**src/rtl/dylock_pkg.sv**
```systemverilog
// Shared types and constants for the dynamic-lock unlock controller.
// Holds the FSM state encoding and the 4-bit substitution table.
package dylock_pkg;

    typedef enum logic [1:0] {
        ST_LOCKED   = 2'd0,
        ST_ARMING   = 2'd1,
        ST_UNLOCKED = 2'd2,
        ST_LOCKOUT  = 2'd3
    } dylock_state_t;

    // Entry n lives at bits [4n+3:4n]; table 0..F -> 8,4,E,8,2,D,C,1,5,B,F,2,3,E,1,7.
    localparam logic [63:0] SBOX_TBL = 64'h71E3_2FB5_1CD2_8E48;

    function automatic logic [3:0] sbox_lookup(input logic [3:0] nib);
        return SBOX_TBL[{nib, 2'b00} +: 4];
    endfunction

endpackage

```
**src/rtl/dylock_sbox4.sv**
```systemverilog
// Combinational 4-bit substitution box, one per key nibble.
module dylock_sbox4 (
    input  logic [3:0] nib,
    output logic [3:0] tk
);
    import dylock_pkg::*;

    assign tk = sbox_lookup(nib);

endmodule

```
**src/rtl/dylock_unlock_ctrl.sv**
```systemverilog
// Unlock controller: transforms the static key nibble-wise, compares it with the
// expected key, and unlocks after THRESH consecutive valid matches.
//
// state       | meaning
// ST_LOCKED   | no run in progress, set = 0
// ST_ARMING   | run of valid hits in progress, below THRESH
// ST_UNLOCKED | threshold reached, set = 1
// ST_LOCKOUT  | MAX_FAIL misses seen, frozen until rst
module dylock_unlock_ctrl #(
    parameter  int KEY_W    = 16,
    parameter  int THRESH   = 8,
    parameter  int MAX_FAIL = 0,
    parameter  int STICKY   = 1,
    localparam int CNT_W    = $clog2(THRESH + 1)
) (
    input  logic             clk,
    input  logic             rst,
    input  logic             key_valid,
    input  logic [KEY_W-1:0] static_key,
    input  logic [KEY_W-1:0] correct_tk,
    output logic             set,
    output logic             match,
    output logic             lockout,
    output logic [CNT_W-1:0] match_cnt
);
    import dylock_pkg::*;

    localparam int NIB    = KEY_W / 4;
    localparam int FAIL_W = (MAX_FAIL > 0) ? $clog2(MAX_FAIL + 1) : 1;

    if (((KEY_W % 4) != 0) || (KEY_W < 4)) begin : g_bad_key_w
        $error("dylock_unlock_ctrl: KEY_W must be a positive multiple of 4");
    end
    if (THRESH < 1) begin : g_bad_thresh
        $error("dylock_unlock_ctrl: THRESH must be at least 1");
    end

    logic [KEY_W-1:0] tk_comb;
    logic [KEY_W-1:0] tk1;
    logic [KEY_W-1:0] ref1;
    logic             v1;
    logic             hit;
    logic             miss;

    for (genvar i = 0; i < NIB; i++) begin : g_sbox
        dylock_sbox4 u_sbox (
            .nib (static_key[4*i +: 4]),
            .tk  (tk_comb[4*i +: 4])
        );
    end

    always_ff @(posedge clk or posedge rst) begin
        if (rst) begin
            v1    <= 1'b0;
            tk1   <= '0;
            ref1  <= '0;
            match <= 1'b0;
        end else begin
            v1    <= key_valid;
            tk1   <= tk_comb;
            ref1  <= correct_tk;
            match <= hit;
        end
    end

    assign hit  = v1 && (tk1 == ref1);
    assign miss = v1 && !hit;

    dylock_state_t    state_q, state_d;
    logic [CNT_W-1:0] cnt_q, cnt_d, cnt_inc;
    logic [FAIL_W-1:0] fail_q, fail_d, fail_inc;
    logic             fail_trip;

    always_ff @(posedge clk or posedge rst) begin
        if (rst) begin
            state_q <= ST_LOCKED;
            cnt_q   <= '0;
            fail_q  <= '0;
        end else begin
            state_q <= state_d;
            cnt_q   <= cnt_d;
            fail_q  <= fail_d;
        end
    end

    // Failure counter saturates at MAX_FAIL; with lockout disabled it stays at zero.
    always_comb begin
        fail_inc = fail_q;
        if ((MAX_FAIL > 0) && (fail_q != FAIL_W'(MAX_FAIL))) begin
            fail_inc = fail_q + FAIL_W'(1);
        end
        fail_trip = (MAX_FAIL > 0) && (fail_inc == FAIL_W'(MAX_FAIL));
        cnt_inc   = cnt_q + CNT_W'(1);
    end

    always_comb begin
        state_d = state_q;
        cnt_d   = cnt_q;
        fail_d  = fail_q;
        case (state_q)
            ST_LOCKED, ST_ARMING: begin
                if (hit) begin
                    cnt_d = cnt_inc;
                    if (cnt_inc == CNT_W'(THRESH)) begin
                        state_d = ST_UNLOCKED;
                        fail_d  = '0;
                    end else begin
                        state_d = ST_ARMING;
                    end
                end else if (miss) begin
                    cnt_d   = '0;
                    fail_d  = fail_inc;
                    state_d = fail_trip ? ST_LOCKOUT : ST_LOCKED;
                end
            end
            ST_UNLOCKED: begin
                if ((STICKY == 0) && miss) begin
                    cnt_d   = '0;
                    fail_d  = fail_inc;
                    state_d = fail_trip ? ST_LOCKOUT : ST_LOCKED;
                end
            end
            ST_LOCKOUT: begin
                state_d = ST_LOCKOUT;
            end
            default: begin
                state_d = ST_LOCKED;
            end
        endcase
    end

    assign match_cnt = cnt_q;
    assign set       = (state_q == ST_UNLOCKED);
    assign lockout   = (state_q == ST_LOCKOUT);

endmodule

```
**config.mk**
```make
export PLATFORM = sky130hd
export DESIGN_NAME = dylock_unlock_ctrl
export DESIGN_NICKNAME = d
export VERILOG_FILES = /design/src/rtl/dylock_pkg.sv /design/src/rtl/dylock_sbox4.sv /design/src/rtl/dylock_unlock_ctrl.sv
export SDC_FILE = /design/constraint.sdc
export NUM_CORES = 1
export LEC_CHECK = 0
export ABC_AREA = 1
export BUFFER_PORTS_ARGS = -buffer_cell sky130_fd_sc_hd__buf_2
export CAP_MARGIN = 15
export CORE_ASPECT_RATIO = 1.2
export CORE_MARGIN = 3
export CORE_UTILIZATION = 56
export CTS_CLUSTER_SIZE = 8
export DETAILED_ROUTE_END_ITERATION = 6
export MAX_ROUTING_LAYER = met4
export PLACE_DENSITY = 0.8
export SETUP_SLACK_MARGIN = 0.15
export SYNTH_ARGS = -nofsm -noshare
export SYNTH_HDL_FRONTEND = slang
export SYNTH_SLANG_ARGS = --single-unit
```
**constraint.sdc**
```tcl
create_clock -name clk -period 1.69 [get_ports clk]
set_clock_uncertainty 0.15 [all_clocks]
set_input_delay 0.2535 -clock clk [delete_from_list [all_inputs] [get_ports clk]]
set_output_delay 0.2535 -clock clk [all_outputs]
set_load 0.05 [all_outputs]
```
==> metrics, run 1 <==
Filler cells=~280; power density cells=739 mW/mm^2; All-Layer GR Usage=19.1%; Buf/Inv on CP=2; Max Buffers Root-to-Sink=2; routability cong.=approximately 0.87; layout cell share with drive strength beyond 1=between 10% and 20%; Slowest cell on crit path=dfrtp_1; Mapped Area=0.00242 sq mm; Final nets=420; cts-stage hold buffer count=18; CTS clk-pin slew, worst paths=about 0.08 ns; Max VDD drop=around 0.48 mV; Final Max Slew Viols=0; starting density of the core=~60%; Syn Inst Count=between 200 and 300; Seq/Total Area, Yosys=41.4%; Routed WL=4540 um; Synth area leader=dfrtp_1; drt via density=4.90; Die ar.=0.00515 sq mm; clock root buffer master=clkbuf_8; Clock Latency Late Sink=0.29 ns; Layout Cells excl Fill=between 400 and 500; largest net degree at the start of global routing=41; worst rel slew slack=just under 70%; CTS Sinks=40; largest stage delay on the critical path=between 0.3 and 0.4 ns; achievable frequency=roughly 680 MHz; async set or reset register ratio after synthesis=100%; worst hold path class=in2reg; Syn-to-layout area delta=23.7%; Fin. Hold Viols=0; CP endpoint kind=output port; Synth cell types=29; antenna violations before repair=0; port buffer count=41; Core ar.=between 0.004 and 0.005 sq mm; final worst slack=~0.22 ns; critical path's top delay family=flip-flops; reg2reg path depth=8; final core area utilization=between 70% and 80%; CP Launch Type=flop; Post-Place Setup Slack=0.279 ns; CTS Buf Count=5; Max FO, Critical Path=3; Arrival @ worst endpoint=around 1.1 ns; # diodes=0; Post-synth top flop=dfrtp_1; top cells by area, synth=dfrtp_1 (41%), ha_1 (16%), nand2_1 (9.5%); Routed Antenna Nets=0; Seq cells post-synth=40; Setup CP Type=reg2out; LEAKAGE=between 0.0015 and 0.002 uW; Iter 0 DRT Violations=just over 90; EDFF count, synth=0; number of global-route vias before repair=1900; post-synthesis net count=~350; grt total ovfl=0; setup_tns=0 ns; count leader, synth=nand2_1; Yosys top cell area share=41.4%; post-CTS setup-driven buffer insertion count=0; final setup fails=0; post-cts resize count=0; Die Span X=about 66 um; critical-path cell list=inv_1, nor2_1, buf_2; WHS Path Cells=2; DR WL/cell=about 11 um; Syn Area/Cell=around 8.4 sq um; routed vias=around 2000; post-DP HPWL=between 3000 and 4000 um; Max Cap Viol=0; TritonCTS clock tree=built; Commonest cells post-synth=nand2_1 (61), dfrtp_1 (40), inv_1 (40); Worst Tran Pin Value=between 0.4 and 0.5 ns; row count=25; Final Cycle Share=a little under 90%; status=complete, no violations; CP required=1.29 ns; Cells after DPL=between 300 and 400; unrepaired setup endpoints after global routing=false; Die Span Y=just under 80 um; remaining routing DRC violations=0; io pins=between 40 and 50; Ys Warns=0; Pre-antenna DRT Iters=4; Final min period=around 1.5 ns; first-pass GRT wire length=about 7500 um; CP Depth=3; H-tree levels=2
[layout by cell type (no fill, tap or decap), types with 11 or more instances in the layout]
master	count
dlygate4sd3_1	18
nand2_1	61
ha_1	31
dfrtp_1	38
o21ai_0	15
buf_2	41
inv_1	40
a21oi_1	11
nor2_1	36
[worst register-to-register path, delay by kind of cell, from the launching register on]
kind,cells,cell delay (ns)
adder cells (fa/ha/maj),1,0.23
buffers and inverters,2,0.09
AND/OR/NAND/NOR,5,0.39
flip-flops,1,0.45
[logic make-up after synthesis]
family,count (synthesis),synth area share (%)
compound gates,38,8.95
xor+xnor,6,2.79
fa+ha+maj,31,16.0
buf+inv,45,6.98
flops,40,41.4
simple gates,127,23.9
[power breakdown]
group / switching [uW] / internal (uW) / leakage [uW]
clock network: 324 / 436 / 0.0000541
registers: 36.0 / 1020 / 0.000480
logic: 226 / 175 / 0.00111
total: 586 / 1630 / 0.00164
[layout make-up]
cell class                 instances  area, sq um  area share (%)
clock inverter                     3         42.5            1.42
timing repair buffer              60          393            13.1
sequential                        40         1000            33.5
inverter                          45          169            5.64
clock buffer                       5         68.8            2.30
tap                               54         67.6            2.26
multi-input combinational        202         1250            41.7
[metal layers]
layer / global-route usage [%] / up-vias / share of wire (%) / wire length, um
li1: - / 1045 / - / -
met1: 20.7 / 913 / 42 / 1890
met2: 34.1 / 34 / 53 / 2390
met3: 3.29 / 12 / 3.3 / 152
met4: 7.93 / 0 / 2.4 / 107
met5: - / - / 0 / 0
[state kept, by name (all words and copies together), names as in the netlist]
register,flops
match_cnt,4
state_q,2
match,1
tk1,16
ref1,16
v1,1
[through the flow]
stage	cell area, sq um	hold slack, ns	power, uW
final	2990	0.0111	2210
after global routing	2990	0.0164	2320
after CTS	2990	0.00304	2220
after detailed placement	2700	0.213	1440
after global placement	2700	0.211	1420
after floorplan	2420	0.135	1310
[worst paths after layout]
path	start	endpoint	slack, ns
worst max-delay path	state_q[1]$_DFFE_PP0P_	set	0.22
worst min-delay path	static_key[11]	tk1[10]$_DFF_PP0_	0.01
worst max register to register	match_cnt[0]$_DFFE_PP0P_	state_q[0]$_DFFE_PP0P_	0.32
worst min register to register	state_q[0]$_DFFE_PP0P_	state_q[0]$_DFFE_PP0P_	0.37
max in group asynchronous	rst	match_cnt[1]$_DFFE_PP0P_	0.56
min in group asynchronous	rst	ref1[6]$_DFF_PP0_	0.49
No activity file was read; power rests on OpenSTA's default activity.
==> inputs of run 2 (changes only) <==
--- a/config.mk
+++ b/config.mk
@@ -14,7 +14,7 @@
 export CTS_CLUSTER_SIZE = 8
 export DETAILED_ROUTE_END_ITERATION = 6
 export MAX_ROUTING_LAYER = met4
-export PLACE_DENSITY = 0.8
+export PLACE_DENSITY = 0.82
 export SETUP_SLACK_MARGIN = 0.15
 export SYNTH_ARGS = -nofsm -noshare
 export SYNTH_HDL_FRONTEND = slang
==> run 2 against run 1 <==
Effect of this change: cell count decreased by 0.24%; non-clock buffer count stayed put; via count down 0.65%; critical path depth did not move; fmax rose by 1.1%; sequential share of layout area down 0.22 points; critical endpoint unchanged; combinational power about the same; largest cell class unchanged; global-route usage up 1.2 points; setup slack improved by 0.016 ns; sequential power about the same; design area up 0.67%; first-iteration DRC count rose by 40%.
==> metrics, run 2 (synthesis results as in run 1) <==
routability cong.=0.857 (was 0.871); CTS Sinks=40 (unchanged); All-Layer GR Usage=20.3% (was 19.1%); first-pass GRT wire length=8050 um (was 7500 um); Placed Area=0.00270 sq mm (unchanged); final setup fails=0 (unchanged); Finished Cell Area=0.00301 sq mm (was 0.00299 sq mm); routed vias=1991 (was 2004); power density cells=774 mW/mm^2 (was 739 mW/mm^2); clock root buffer master=clkbuf_8 (unchanged); Filler cells=289 (was 284); CP Launch Type=flop (unchanged); CP endpoint kind=output port (unchanged); status=complete, no violations (unchanged); Final min period=1.46 ns (was 1.47 ns); Routed WL=4510 um (was 4540 um); Setup CP Type=reg2out (unchanged); Die ar.=0.00515 sq mm (unchanged); Max FO, Critical Path=3 (unchanged); Storage cell area=0.00100 sq mm (unchanged); achievable frequency=686 MHz (was 678 MHz); Layout Cells excl Fill=408 (was 409); LEAKAGE=0.00165 uW (was 0.00164 uW); Max Buffers Root-to-Sink=2 (unchanged); CTS clk-pin slew, worst paths=0.07 ns (was 0.08 ns); layout cell share with drive strength beyond 1=18.6% (was 18.9%); largest net degree at the start of global routing=41 (unchanged); Fin. Hold Viols=0 (unchanged); worst rel slew slack=68.5% (was 69.2%); DR WL/cell=11.0 um (was 11.1 um); final core area utilization=74.7% (was 74.2%); starting density of the core=60.0% (unchanged); row count=25 (unchanged); remaining routing DRC violations=0 (unchanged); # diodes=0 (unchanged); Die Span X=66.0 um (unchanged); Max Cap Viol=0 (unchanged); worst hold path class=in2reg (unchanged); H-tree levels=2 (unchanged); Worst Tran Pin Value=0.473 ns (was 0.463 ns); post-DP HPWL=3360 um (was 3380 um); Post-Place Setup Slack=0.234 ns (was 0.279 ns); area used by multi-input combinational logic=0.00125 sq mm (unchanged); Syn-to-layout area delta=24.6% (was 23.7%); drt via density=4.88 (was 4.90); commonest non-fill, non-tap cell in the layout=nand2_1 (unchanged); unrepaired setup endpoints after global routing=false (unchanged); antenna violations before repair=0 (unchanged); CTS Buf Count=5 (unchanged); Pre-antenna DRT Iters=4 (unchanged); Clock Latency Late Sink=0.29 ns (about the same); Iter 0 DRT Violations=130 (was 93); most frequent cells in the layout=nand2_1 (61), inv_1 (40), buf_2 (40) (was nand2_1 (61), buf_2 (41), inv_1 (40)); Routed Antenna Nets=0 (unchanged); Core ar.=0.00404 sq mm (unchanged); Arrival @ worst endpoint=1.06 ns (was 1.07 ns); Final Max Slew Viols=0 (unchanged); setup_tns=0 ns (unchanged); Cells after DPL=383 (unchanged); io pins=42 (unchanged); Final nets=420 (unchanged); port buffer count=41 (unchanged); final worst slack=0.231 ns (was 0.215 ns); Final Cycle Share=86.3% (was 87.3%); Max VDD drop=0.417 mV (was 0.476 mV); CP required=1.29 ns (about the same); grt total ovfl=0 (unchanged); Die Span Y=78.0 um (unchanged); number of global-route vias before repair=1986 (was 1900); TritonCTS clock tree=built (unchanged)
[run 2: changes by cell type in the layout (fill, tap and decap cells not counted)]
cell	before	now
buf_2	41	40
bufinv_16	1	2
clkbuf_4	0	1
clkinv_2	1	0
clkinvlp_4	1	0
[run 2: repair_timing]
action,in CTS,in global routing
gates resized for setup,0,1
endpoints found under the hold margin,57,0
endpoints found under the setup margin,0,1
buffers inserted,0,0
hold buffers,18,0
[run 2: per-stage QoR]
step / total power [uW] / hold slack (ns)
final: 2330 / 0.0149
after global routing: 2460 / 0.00959
after CTS: 2350 / 0.00559
after detailed placement: 1440 / 0.213
after global placement: 1420 / 0.212
after floorplan: 1310 / 0.135
[run 2: report_power, final]
group	internal [uW]	switching, uW	total (uW)
clock network	580	299	880
registers	1020	36.1	1050
logic	175	226	401
[run 2: area by class of cell]
class                      instances  share of cell area (%)
multi-input combinational        202                    41.5
clock inverter                     2                    1.99
sequential                        40                    33.3
inverter                          45                    5.60
clock buffer                       5                    2.28
tap                               54                    2.24
timing repair buffer              60                    13.1
[run 2: final timing paths]
check | endpoint | cells past startpoint | slack (ns) | startpoint
max | set | 3 | 0.23 | state_q[1]$_DFFE_PP0P_
min | tk1[10]$_DFF_PP0_ | 2 | 0.01 | static_key[11]
max reg2reg | match_cnt[1]$_DFFE_PP0P_ | 5 | 0.32 | ref1[12]$_DFF_PP0_
min reg2reg | state_q[0]$_DFFE_PP0P_ | 2 | 0.36 | state_q[0]$_DFFE_PP0P_
max in group asynchronous | match_cnt[1]$_DFFE_PP0P_ | 4 | 0.54 | rst
min in group asynchronous | ref1[6]$_DFF_PP0_ | 4 | 0.49 | rst
[run 2: routing by layer]
metal / global-route usage [%] / vias up / routed length (um)
met2: 35.2 / 37 / 2420
met1: 23.2 / 913 / 1930
met3: 3.86 / 3 / 127
met4: 7.52 / 0 / 24
met5: - / - / 0
li1: - / 1038 / -
[run 2: critical path: stages, from the launching register on]
cell and delay (ns):
dfrtp_1 0.38, inv_1 0.07, nor2_1 0.09, clkbuf_4 0.23
==> inputs of run 3 (changes only) <==
--- a/config.mk
+++ b/config.mk
@@ -5,16 +5,15 @@
 export SDC_FILE = /design/constraint.sdc
 export NUM_CORES = 1
 export LEC_CHECK = 0
-export ABC_AREA = 1
 export BUFFER_PORTS_ARGS = -buffer_cell sky130_fd_sc_hd__buf_2
 export CAP_MARGIN = 15
 export CORE_ASPECT_RATIO = 1.2
 export CORE_MARGIN = 3
-export CORE_UTILIZATION = 56
+export CORE_UTILIZATION = 55
 export CTS_CLUSTER_SIZE = 8
 export DETAILED_ROUTE_END_ITERATION = 6
 export MAX_ROUTING_LAYER = met4
-export PLACE_DENSITY = 0.82
+export PLACE_DENSITY = 0.81
 export SETUP_SLACK_MARGIN = 0.15
 export SYNTH_ARGS = -nofsm -noshare
 export SYNTH_HDL_FRONTEND = slang
==> run 3 against run 2 <==
Effect of this change: the run now ends with negative setup slack left; setup slack worse by 0.31 ns; total power shrank 14%; design area down 7.8%; sequential share of layout area rose by 2.9 points; via count decreased by 23%; critical path type is now reg2reg; largest cell class unchanged; highest routed layer unchanged.
==> metrics, run 3 <==
io pins=42 (unchanged); DR WL/cell=12.9 um (was 11.0 um); Post-synth top flop=dfrtp_1 (unchanged); Commonest cells post-synth=dfrtp_1 (40), ha_1 (31), inv_1 (16), nand2_1 (16), xor2_1 (15) (was nand2_1 (61), dfrtp_1 (40), inv_1 (40)); Yosys top cell area share=45.8% (was 41.4%); CTS Buf Count=5 (unchanged); Arrival @ worst endpoint=1.84 ns (was 1.06 ns); CTS clk-pin slew, worst paths=0.07 ns (about the same); port buffer count=41 (unchanged); layout cell share with drive strength beyond 1=28.8% (was 18.6%); TritonCTS clock tree=built (unchanged); Die Span Y=75.1 um (was 78.0 um); met2 Track Usage GR=34.0% (was 35.2%); CP Launch Type=flop (unchanged); antenna violations before repair=0 (unchanged); final worst slack=-0.0747 ns (was 0.231 ns); CP Depth=5 (was 3); RR Startpoint=ref1[11]$_DFF_PP0_ (was ref1[12]$_DFF_PP0_); Max Cap Viol=0 (unchanged); CP endpoint kind=flop (was output port); worst rel slew slack=68.4% (was 68.5%); Syn Inst Count=190 (was 287); achievable frequency=567 MHz (was 686 MHz); critical path endpoint=state_q[1]$_DFFE_PP0P_ (was set); CTS Sinks=40 (unchanged); remaining routing DRC violations=0 (unchanged); Max VDD drop=0.354 mV (was 0.417 mV); Clock Latency Late Sink=0.28 ns (was 0.29 ns); Seq/Total Area, Yosys=45.8% (was 41.4%); Syn-to-layout area delta=27.0% (was 24.6%); WHS Path Cells=2 (unchanged); register-to-register setup slack=-0.07 ns (was 0.32 ns); clock root buffer master=clkbuf_8 (unchanged); EDFF count, synth=0 (unchanged); Setup CP Type=reg2reg (was reg2out); number of global-route vias before repair=1556 (was 1986); All-Layer GR Usage=18.6% (was 20.3%); busiest grt layer=met2 (unchanged); # diodes=0 (unchanged); Post-Place Setup Slack=-0.0168 ns (was 0.234 ns); count leader, synth=dfrtp_1 (was nand2_1); Final nets=322 (was 420); reg2reg path depth=5 (unchanged); starting density of the core=58.7% (was 60.0%); commonest non-fill, non-tap cell in the layout=buf_2 (was nand2_1); worst hold path class=in2reg (unchanged); CP required=1.77 ns (was 1.29 ns); failing checks=negative setup slack; critical path's top delay family=simple AND/OR/NAND/NOR gates (was flip-flops); Cells after DPL=282 (was 383); Final Cycle Share=104% (was 86.3%); async set or reset register ratio after synthesis=100% (unchanged); endpoint of the worst-slack reg-to-reg timing path=state_q[1]$_DFFE_PP0P_ (was match_cnt[1]$_DFFE_PP0P_); routed vias=1540 (was 1991); critical-path cell list=xor2_1, nor4_2, nand2_1, nor4b_2, a31o_2 (was inv_1, nor2_1, clkbuf_4); Final Max Slew Viols=0 (unchanged); status=finished, violations left (was complete, no violations); H-tree levels=2 (unchanged); row count=24 (was 25); hold slack=0.0923 ns (was 0.0149 ns); Routed Antenna Nets=0 (unchanged); LEAKAGE=0.00137 uW (was 0.00165 uW); Slowest cell on crit path=dfrtp_1 (unchanged); largest stage delay on the critical path=0.37 ns (was 0.38 ns); Synth area leader=dfrtp_1 (unchanged); Syn Area/Cell=11.5 sq um (was 8.43 sq um); first-pass GRT wire length=6640 um (was 8050 um); grt total ovfl=0 (unchanged); Die ar.=0.00477 sq mm (was 0.00515 sq mm); post-DP HPWL=2820 um (was 3360 um); Routed WL=3990 um (was 4510 um); top cells by area, synth=dfrtp_1 (46%), ha_1 (18%), xor2_1 (6.0%) (was dfrtp_1 (41%), ha_1 (16%), nand2_1 (9.5%)); unrepaired setup endpoints after global routing=true (was false); Die Span X=63.6 um (was 66.0 um); final setup fails=4 (was 0); drt via density=4.98 (was 4.88); Ys Warns=0 (unchanged); Fin. Hold Viols=0 (unchanged); Mapped Area=0.00219 sq mm (was 0.00242 sq mm); Final min period=1.76 ns (was 1.46 ns); GR Layer Usage met3=4.18% (was 3.86%); routability cong.=0.760 (was 0.857); Seq cells post-synth=40 (unchanged); Layout Cells excl Fill=309 (was 408); Max Buffers Root-to-Sink=2 (unchanged); Iter 0 DRT Violations=73 (was 130); crit path from=ref1[11]$_DFF_PP0_ (was state_q[1]$_DFFE_PP0P_); post-synthesis net count=256 (was 353); Max FO, Critical Path=2 (was 3); power density cells=718 mW/mm^2 (was 774 mW/mm^2); largest net degree at the start of global routing=41 (unchanged); met1 Use GR=19.9% (was 23.2%); Pre-antenna DRT Iters=4 (unchanged); Buf/Inv on CP=0 (was 2); Synth cell types=35 (was 29); Worst Tran Pin Value=0.474 ns (was 0.473 ns); Core ar.=0.00372 sq mm (was 0.00404 sq mm); most frequent cells in the layout=buf_2 (41), dfrtp_1 (37), ha_1 (31) (was nand2_1 (61), inv_1 (40), buf_2 (40))
## run 3: area by class of cell
class,count,area (sq um)
multi-input combinational,127,1120
sequential,40,1000
fill,276,946
timing repair buffer,66,438
clock buffer,8,90.1
tap,52,65.1
inverter,16,60.1
## run 3: power breakdown
group          internal (uW)  switching (uW)  leakage, uW
clock                    332             285    0.0000455
combinational            164             164     0.000842
sequential              1020            30.6     0.000479
## run 3: routing by layer
layer / vias up / wire length [um] / share of wire [%]
li1: 760 / - / -
met1: 733 / 1610 / 40
met2: 39 / 2170 / 54
met3: 8 / 155 / 3.9
met4: 0 / 55 / 1.4
met5: - / 0 / 0
## run 3: worst min-delay path by stage
stage	startpoint	to	slack, ns
2_1_floorplan	correct_tk[0]	ref1[0]$_DFF_PP0_	0.13
3_3_place_gp	correct_tk[3]	ref1[3]$_DFF_PP0_	0.21
6_report	static_key[15]	tk1[14]$_DFF_PP0_	0.09
5_1_grt	static_key[15]	tk1[14]$_DFF_PP0_	0.09
3_5_place_dp	correct_tk[2]	ref1[2]$_DFF_PP0_	0.21
4_1_cts	static_key[15]	tk1[14]$_DFF_PP0_	0.09
## run 3: cells by family (layout without fill, tap and decap cells)
| family | after synthesis | in the layout | synth area share [%] |
|---|---|---|---|
| flip-flops | 40 | 40 | 45.8 |
| multiplexers | 10 | 10 | 6.52 |
| adder cells (fa/ha/maj) | 31 | 31 | 17.7 |
| XOR/XNOR | 20 | 20 | 8.01 |
| AO/OA/AOI/OAI | 23 | 23 | 7.15 |
| buffers and inverters | 23 | 90 | 4.00 |
| AND/OR/NAND/NOR | 43 | 43 | 10.8 |
## run 3: repair_timing
item	in CTS	in global routing
resized for setup	3	1
hold buffers	18	0
hold endpoints to repair	57	0
setup buffers	0	1
pin swaps	5	5
setup endpoints to repair	7	7
## run 3: worst reg2reg max path, cell delays in order (launching register included)
cell     delay (ns)
dfrtp_1        0.37
xor2_1         0.17
nor4_2         0.34
nand2_1        0.13
nor4b_2        0.36
a31o_2         0.20
## run 3: stage by stage
step | setup TNS [ns] | util [%] | power (uW) | cell area (sq um)
3_5_place_dp | -0.0304 | 66.6 | 1360 | 2480
6_report | -0.171 | 74.6 | 2000 | 2780
2_1_floorplan | 0 | - | 1250 | 2190
4_1_cts | -0.0534 | 74.3 | 2010 | 2770
3_3_place_gp | 0 | 66.6 | 1350 | 2480
5_1_grt | -1.24 | 74.6 | 2100 | 2780
